## src/rtl/axis_divider.sv

```systemverilog
// rtl/axis_divider.sv - iterative radix-2 integer divider with valid-only stream handshake
//
// Computes quotient and remainder of dividend / divisor using one restoring
// shift-subtract step per clock. Fixed latency: the result strobe is visible
// in the cycle after the (WIDTH+1)th edge following acceptance.
//
// Build option: define DIVIDER_SIGNED_EN for two's-complement operands
// (quotient truncates toward zero, remainder takes the dividend's sign).
// Left undefined, operands are unsigned.
//
// Ports:
//   aclk                   clock, rising edge
//   rst                    synchronous active-high reset
//   s_axis_dividend_tvalid dividend valid
//   s_axis_dividend_tdata  dividend [WIDTH-1:0]
//   s_axis_divisor_tvalid  divisor valid
//   s_axis_divisor_tdata   divisor [WIDTH-1:0]
//   m_axis_dout_tvalid     one-cycle result strobe
//   m_axis_dout_tdata      {quotient, remainder} [2*WIDTH-1:0], held until next result
module axis_divider #(
  parameter int WIDTH = 32
) (
  input  logic               aclk,
  input  logic               rst,
  input  logic               s_axis_dividend_tvalid,
  input  logic [WIDTH-1:0]   s_axis_dividend_tdata,
  input  logic               s_axis_divisor_tvalid,
  input  logic [WIDTH-1:0]   s_axis_divisor_tdata,
  output logic               m_axis_dout_tvalid,
  output logic [2*WIDTH-1:0] m_axis_dout_tdata
);

  localparam int CW = $clog2(WIDTH + 1);
  localparam logic [CW-1:0] LAST = CW'(WIDTH);

  typedef enum logic [1:0] {
    IDLE = 2'd0,
    BUSY = 2'd1,
    DONE = 2'd2
  } state_t;

  state_t state;
  state_t state_nxt;

  logic [CW-1:0]    cnt;
  logic [WIDTH-1:0] quo;
  logic [WIDTH-1:0] rem;
  logic [WIDTH-1:0] dvs;
  logic             div_zero;

  logic             accept;
  logic [WIDTH-1:0] dvd_mag;
  logic [WIDTH-1:0] dvs_mag;
  logic [WIDTH:0]   rem_sh;
  logic             rem_ge;
  logic [WIDTH:0]   rem_diff;
  logic [WIDTH-1:0] q_fix;
  logic [WIDTH-1:0] r_fix;

`ifdef DIVIDER_SIGNED_EN
  logic q_neg;
  logic r_neg;
`endif

  assign accept = (state == IDLE) && s_axis_dividend_tvalid && s_axis_divisor_tvalid;

  // The iteration runs on magnitudes; signs are reapplied once at the end.
`ifdef DIVIDER_SIGNED_EN
  assign dvd_mag = s_axis_dividend_tdata[WIDTH-1] ? -s_axis_dividend_tdata : s_axis_dividend_tdata;
  assign dvs_mag = s_axis_divisor_tdata[WIDTH-1]  ? -s_axis_divisor_tdata  : s_axis_divisor_tdata;
`else
  assign dvd_mag = s_axis_dividend_tdata;
  assign dvs_mag = s_axis_divisor_tdata;
`endif

  // Partial remainder shifted left with the next dividend bit from the top of quo.
  // Explicit compare keeps a zero divisor well behaved (every step "fits").
  assign rem_sh   = {rem, quo[WIDTH-1]};
  assign rem_ge   = (rem_sh >= {1'b0, dvs});
  assign rem_diff = rem_sh - {1'b0, dvs};

  // A zero divisor leaves rem equal to |dividend|, so the remainder sign fix
  // restores the original dividend; only the quotient needs overriding.
`ifdef DIVIDER_SIGNED_EN
  assign r_fix = r_neg ? -rem : rem;
  assign q_fix = div_zero ? {WIDTH{1'b1}} : (q_neg ? -quo : quo);
`else
  assign r_fix = rem;
  assign q_fix = div_zero ? {WIDTH{1'b1}} : quo;
`endif

  always_ff @(posedge aclk) begin
    if (rst) begin
      state <= IDLE;
    end else begin
      state <= state_nxt;
    end
  end

  always_comb begin
    state_nxt          = state;
    m_axis_dout_tvalid = 1'b0;
    case (state)
      IDLE: begin
        if (accept) begin
          state_nxt = BUSY;
        end
      end
      BUSY: begin
        if (cnt == LAST) begin
          state_nxt = DONE;
        end
      end
      DONE: begin
        m_axis_dout_tvalid = 1'b1;
        state_nxt          = IDLE;
      end
      default: begin
        state_nxt = IDLE;
      end
    endcase
  end

  always_ff @(posedge aclk) begin
    if (rst) begin
      cnt               <= '0;
      quo               <= '0;
      rem               <= '0;
      dvs               <= '0;
      div_zero          <= 1'b0;
      m_axis_dout_tdata <= '0;
`ifdef DIVIDER_SIGNED_EN
      q_neg             <= 1'b0;
      r_neg             <= 1'b0;
`endif
    end else begin
      case (state)
        IDLE: begin
          if (accept) begin
            cnt      <= '0;
            quo      <= dvd_mag;
            rem      <= '0;
            dvs      <= dvs_mag;
            div_zero <= (s_axis_divisor_tdata == '0);
`ifdef DIVIDER_SIGNED_EN
            q_neg    <= s_axis_dividend_tdata[WIDTH-1] ^ s_axis_divisor_tdata[WIDTH-1];
            r_neg    <= s_axis_dividend_tdata[WIDTH-1];
`endif
          end
        end
        BUSY: begin
          if (cnt == LAST) begin
            m_axis_dout_tdata <= {q_fix, r_fix};
          end else begin
            rem <= rem_ge ? rem_diff[WIDTH-1:0] : rem_sh[WIDTH-1:0];
            quo <= {quo[WIDTH-2:0], rem_ge};
            cnt <= cnt + 1'b1;
          end
        end
        default: begin
        end
      endcase
    end
  end

endmodule

```

## config.mk

```make
export PLATFORM = sky130hd
export DESIGN_NAME = axis_divider
export DESIGN_NICKNAME = d
export VERILOG_FILES = /design/src/rtl/axis_divider.sv
export SDC_FILE = /design/constraint.sdc
export NUM_CORES = 1
export LEC_CHECK = 0
export BUFFER_PORTS_ARGS = -buffer_cell sky130_fd_sc_hd__buf_2
export CORE_AREA = 2 2 131 133
export CTS_CLUSTER_DIAMETER = 50
export DETAILED_ROUTE_END_ITERATION = 16
export DIE_AREA = 0 0 133 135
export PLACE_DENSITY = 0.75
export REMOVE_ABC_BUFFERS = 1
export SLEW_MARGIN = 20
export SYNTH_ARGS = -nofsm -noshare
export SYNTH_HDL_FRONTEND = slang
export SYNTH_SLANG_ARGS = --single-unit
```

## constraint.sdc

```tcl
create_clock -name aclk -period 2.56 [get_ports aclk]
set_input_delay 0.128 -clock aclk [delete_from_list [all_inputs] [get_ports aclk]]
set_output_delay 0.128 -clock aclk [all_outputs]
set_load 0.02 [all_outputs]
```

# Word level (Yosys, flattened, before mapping)

Index checks and enable logic that the tools add are counted.

Register bits: 169
Input bits: 68
Logic and storage cells: 40

Add/subtract/negate cells: 2
Magnitude comparators: 1
Equal/unequal tests: 6
Mux-type cells: 15
Reductions and logical operators: 9

Operator list:

| operator              | count |
|---|---|
| $mux W32              | 6 |
| $pmux W32 S2          | 2 |
| $ge A33 B32 Y1        | 1 |
| $logic_not A32 Y1     | 1 |
| $sub A32 B32 Y32      | 1 |
| $mux W6               | 2 |
| $pmux W6 S2           | 1 |
| $add A6 B1 Y6 const B | 1 |
| $eq A6 B6 Y1 const B  | 1 |
| $ne A2 B2 Y1 const B  | 3 |
| $reduce_and A2 Y1     | 3 |
| $mux W2               | 2 |
| $pmux W2 S2           | 1 |
| $reduce_and A3 Y1     | 1 |
| $eq A2 B1 Y1 const B  | 1 |
| $eq A2 B2 Y1 const B  | 1 |
| $logic_and A1 B1 Y1   | 2 |
| $logic_not A2 Y1      | 1 |
| $reduce_bool A2 Y1    | 1 |
| $mux W1               | 1 |

# Depth between registers and ports, before layout

Depth after elaboration: 5
Gate-level depth with buffers: 14

# Worst setup path before layout

No wires, ideal clock.

Kind: register -> register
Start: reg dvs[1]
End: reg rem[16] (netlist: r_fix[16])
Setup time: 0.128 ns
Data arrival time: 2.429 ns
Data required time: 2.432 ns
Setup slack: 0.003 ns
Stages on the path, launching flop included: 14
Cell sequence: dfxtp_1 -> inv_1 -> ha_1 -> nor2b_1 -> o31a_1 -> o31ai_1 -> a211oi_2 -> nor2_4 -> o21ai_2 -> o21a_1 -> buf_6 -> buf_12 -> mux2i_1 -> o21ai_1

Cells in the longest elaborated chain, start to end: 4
Elaborated cells on any way between the ends: 5
Classes of those cells: 1 x add/sub; 1 x order compare; 3 x mux

Ends and longest elaborated chain:

| element                                            | line   | text |
|---|---|---|
| from (decl)                                        | 48     | `logic [WIDTH-1:0] dvs;` |
| from (signal assigned)                             | 143    | `dvs <= dvs_mag;` |
| $sub A32 B32 Y32 or $ge A33 B32 Y1 (tied branches) | 80, 79 |  |
| $mux W32 *                                         | 155    | `rem <= rem_ge ? rem_diff[WIDTH-1:0] : rem_sh[WIDTH-1:0];` |
| $mux W32 *                                         | 152    | `if (cnt == LAST) begin` |
| $pmux W32 S2 *                                     | 137    | `case (state)` |
| to (signal assigned)                               | 155    |  |
| to (decl)                                          | 47     | `logic [WIDTH-1:0] rem;` |

Mark *: on every way between the ends. The rest lies on a longest branch, timed or not. The select of a mux whose other input is x is not followed.
A chain may end at the register's enable or synchronous reset.

# Final worst setup path

Start: reg dvs[29]
End: reg rem[8] (netlist: r_fix[8])

Cells in the longest elaborated chain, start to end: 4

Ends and longest elaborated chain:

| element        | line | text |
|---|---|---|
| $ge A33 B32 Y1 | 79   | `assign rem_ge = (rem_sh >= {1'b0, dvs});` |
| $mux W32       | 155  |  |
| $mux W32       | 152  |  |
| $pmux W32 S2   | 137  |  |

No other way between the ends. The select of a mux whose other input is x is not followed.

==> summary.md <==
| Metric | Value |
|---|---|
| Status | `finished with violations` |
| Failing checks | `hold timing, setup timing` |
| Final slew viol count | `0` |
| Mux share of post-synthesis cell area | `0.05194` |
| Max-cap violations | `0` |
| Hold-critical path endpoint | `quo[11]` |
| Min-delay src | `s_axis_dividend_tdata[11]` |
| Final instance area | `11550 µm²` |
| Routed via count | `8289` |
| Max Fclk | `388.1 MHz` |
| Share of cells above drive strength 1 | `0.2987` |
| Synthesized-area fraction occupied by adder cells | `0.05375` |
| Hold crit path type | `input pin to flop` |
| Die X | `133 µm` |
| Sequential area share after synthesis | `0.4083` |
| Core Area | `16410 µm²` |
| Post-Route WL | `24.47 mm` |
| Tightest Pin Transition | `0.7307 ns` |
| LEAKAGE | `4.811 nW` |
| Setup crit start kind | `flop` |
| VDD IR max | `1.362 mV` |
| Antenna violations before repair | `0` |
| EDFF count, synth | `0` |
| Total Nets Final | `1389` |
| Power per cell area | `1560 nW/µm²` |
| Worst-path fanout max | `6` |
| Clk sinks | `169` |
| First-pass GRT wire length | `39.53 mm` |
| Synth Flop Type | `dfxtp_1` |
| Boundary Pins | `133` |
| Routability cong. | `0.9358` |
| H-tree depth | `4` |
| Drt initial violations | `545` |
| RSZ-0062 raised after global routing | `true` |
| Largest family of logic cells by synthesized area | `simple AND/OR/NAND/NOR gates` |
| Synth Area in Compound Gates | `0.1883` |
| Clock Skew | `0.02124 ns` |
| Worst setup margin | `-0.01698 ns` |
| Post-synthesis xor/xnor area fraction | `0.03171` |
| Total GRT Usage | `0.2704` |
| Max_slew headroom | `0.5122` |
| Average size of a mapped cell | `8.022 µm²` |
| Synth warn | `0` |
| Worst Path Arrival | `2.88 ns` |
| Number of global-route vias before repair | `8256` |
| Dpl cell area | `9838 µm²` |
| RR Startpoint | `dvs[29]` |
| Setup crit end kind | `flop` |
| WS Path Type | `flop to flop` |
| FF-to-FF setup slack | `-0.02 ns` |
| Syn Inst Count | `1033` |
| Clock transition at path regs | `0.08 ns` |
| Area Growth Syn to Fin | `39.33%` |
| Final hold violations | `1` |
| Setup TNS | `-0.04018 ns` |
| Site Rows | `47` |
| Final setup fails | `4` |
| Die area | `17960 µm²` |
| Detail Route Antenna Nets | `0` |
| Hold slack final | `-0.005078 ns` |
| CTS tree | `built` |
| DRC viols | `0` |
| Overflow after GRT | `0` |
| CTS Buf Count | `17` |
| Placed wire-length estimate | `15.62 mm` |
| Ant diodes | `0` |
| Synth unique cells | `65` |
| Largest net degree at the start of global routing | `140` |
| CTS root buf | `clkbuf_16` |
| Initial Utilization | `0.5051` |
| Die Ht | `135 µm` |
| Mapped Area | `8287 µm²` |
| Simple-gate share of the synthesized area | `0.2103` |
| Clock Latency Late Sink | `0.44 ns` |
| Final Cycle Share | `1.007` |
| WL/cell | `16.11 µm` |
| R2R depth | `10` |
| Hold path cells | `3` |
| Crit path required time | `2.86 ns` |
| Tmin final | `2.577 ns` |
| DRT Pass-1 Iters | `7` |
| # port buffers | `132` |
| Maximum buffer depth of the clock tree | `2` |
| Drt via density | `5.457` |
| RR Endpoint | `r_fix[8]` |
| Synthesized flop and latch total | `169` |
| Synth async-reset ratio | `0` |
## synth_stat cells (all sizes together) (3+ instances only)
cell type	number	share of area
o21a	7	0.0063
buf	16	0.015
a22oi	20	0.018
nor3	73	0.044
nor4	9	0.0068
o31ai	3	0.0033
and2	5	0.0041
o21ai	51	0.032
inv	38	0.017
mux2i	43	0.052
xnor2	17	0.018
nand4	10	0.0075
xor2	13	0.014
a21oi	108	0.067
o21bai	5	0.0045
clkbuf	52	0.024
nor2b	7	0.0053
nand3	4	0.0024
ha	34	0.051
nor2	72	0.034
and3	7	0.0053
nand2b	4	0.0030
or3	4	0.0030
a31oi	4	0.0030
dfxtp	169	0.41
a21o	12	0.011
nand2	196	0.089
a211oi	18	0.017
## critical path: stages, from the launching register on
cell	delay, ns
dfxtp_2	0.33
inv_2	0.05
ha_4	0.26
and3_4	0.21
nand4_1	0.11
or4_4	0.46
o31ai_4	0.27
o21a_4	0.29
buf_12	0.17
mux2i_1	0.19
o21ai_1	0.09
## area by class of cell
type | count | area (µm²)
Tap cell | 220 | 275.3
Sequential cell | 169 | 3407
Clock inverter | 14 | 161.4
Timing Repair Buffer | 302 | 2160
Fill cell | 1250 | 4861
Clock buffer | 18 | 439.2
Inverter | 38 | 142.6
Multi-Input combinational cell | 758 | 4961
## sequential cells by signal, summed over array words and instances, names as in the netlist
| register | cells |
|---|---|
| div_zero | 1 |
| r_fix | 32 |
| dvs | 32 |
| state | 2 |
| cnt | 6 |
| m_axis_dout_tdata | 64 |
| quo | 32 |
## per-stage QoR
stage | cells | total power [W] | utilization | setup WS [ns] | hold WS [ns]
finish | 1519 | 0.01801 | 0.7037 | -0.01698 | -0.005078
global route | 1519 | 0.01901 | 0.7037 | -0.1364 | 0.01421
CTS | 1513 | 0.01644 | 0.6821 | -0.03144 | 0.002052
detailed placement | 1432 | 0.01260 | 0.5996 | -0.1673 | 0.3849
global placement | 1432 | 0.01240 | 0.5996 | -0.09907 | 0.3829
floorplan | 965 | 0.005796 | - | -1.400 | 0.1971
## placed cells by master, fill, tap and decap left out, types with 4 or more instances in the layout
cell           instances
mux2i_1               40
o21bai_1               5
buf_2                131
a21oi_1              103
o21ai_2                7
nor4_1                 9
o21ai_0               14
o21ai_1               30
nor3_1                72
ha_4                  25
buf_12                 4
buf_4                116
a22oi_1               19
dfxtp_2               16
clkbuf_16             18
inv_6                  4
buf_6                  4
inv_2                  8
nor2_1                70
dlygate4sd3_1         44
xor2_1                13
nand2_1              196
o21a_1                 6
nor2b_1                4
or3_1                  4
and2_1                 4
ha_1                   9
nand4_1               10
a21o_1                12
xnor2_1               15
inv_1                 30
a211oi_1              17
dfxtp_1              152
## repair_timing
action                                 4_1_cts  5_1_grt
endpoints found under the hold margin       44        0
setup endpoints to repair                   33       32
hold buffers                                44        0
pin swaps                                   12       33
gates resized for setup                     44       61
cloned                                       1        1
buffers inserted                             5        5
## per-layer routing
metal	track usage	share of wire	vias up
met5	0	0	-
met2	0.4706	0.49	216
li1	-	-	4098
met4	0.1063	0.024	0
met1	0.3303	0.44	3932
met3	0.05330	0.049	43
## cell families after synthesis
family | after synthesis
flops | 169
compound gates | 252
simple gates | 398
mux | 43
buf+inv | 106
fa+ha+maj | 35
xor+xnor | 30
## where the power goes
part,switching (W),internal [W]
Clock,0.00120,0.00141
Combinational,0.00557,0.00672
Sequential,0.000234,0.00288
Total,0.00701,0.0110
## how the worst max path moves through the flow
stage,start,endpoint,slack (ns),cells past startpoint
final,dvs[29],r_fix[8],-0.02,10
after global routing,quo[31],r_fix[28],-0.14,14
after CTS,r_fix[0],r_fix[0],-0.03,12
after detailed placement,dvs[1],r_fix[1],-0.17,13
after global placement,dvs[1],r_fix[0],-0.1,13
after floorplan,state[1],r_fix[31],-1.40,4
No activity file was read; power rests on OpenSTA's default activity.
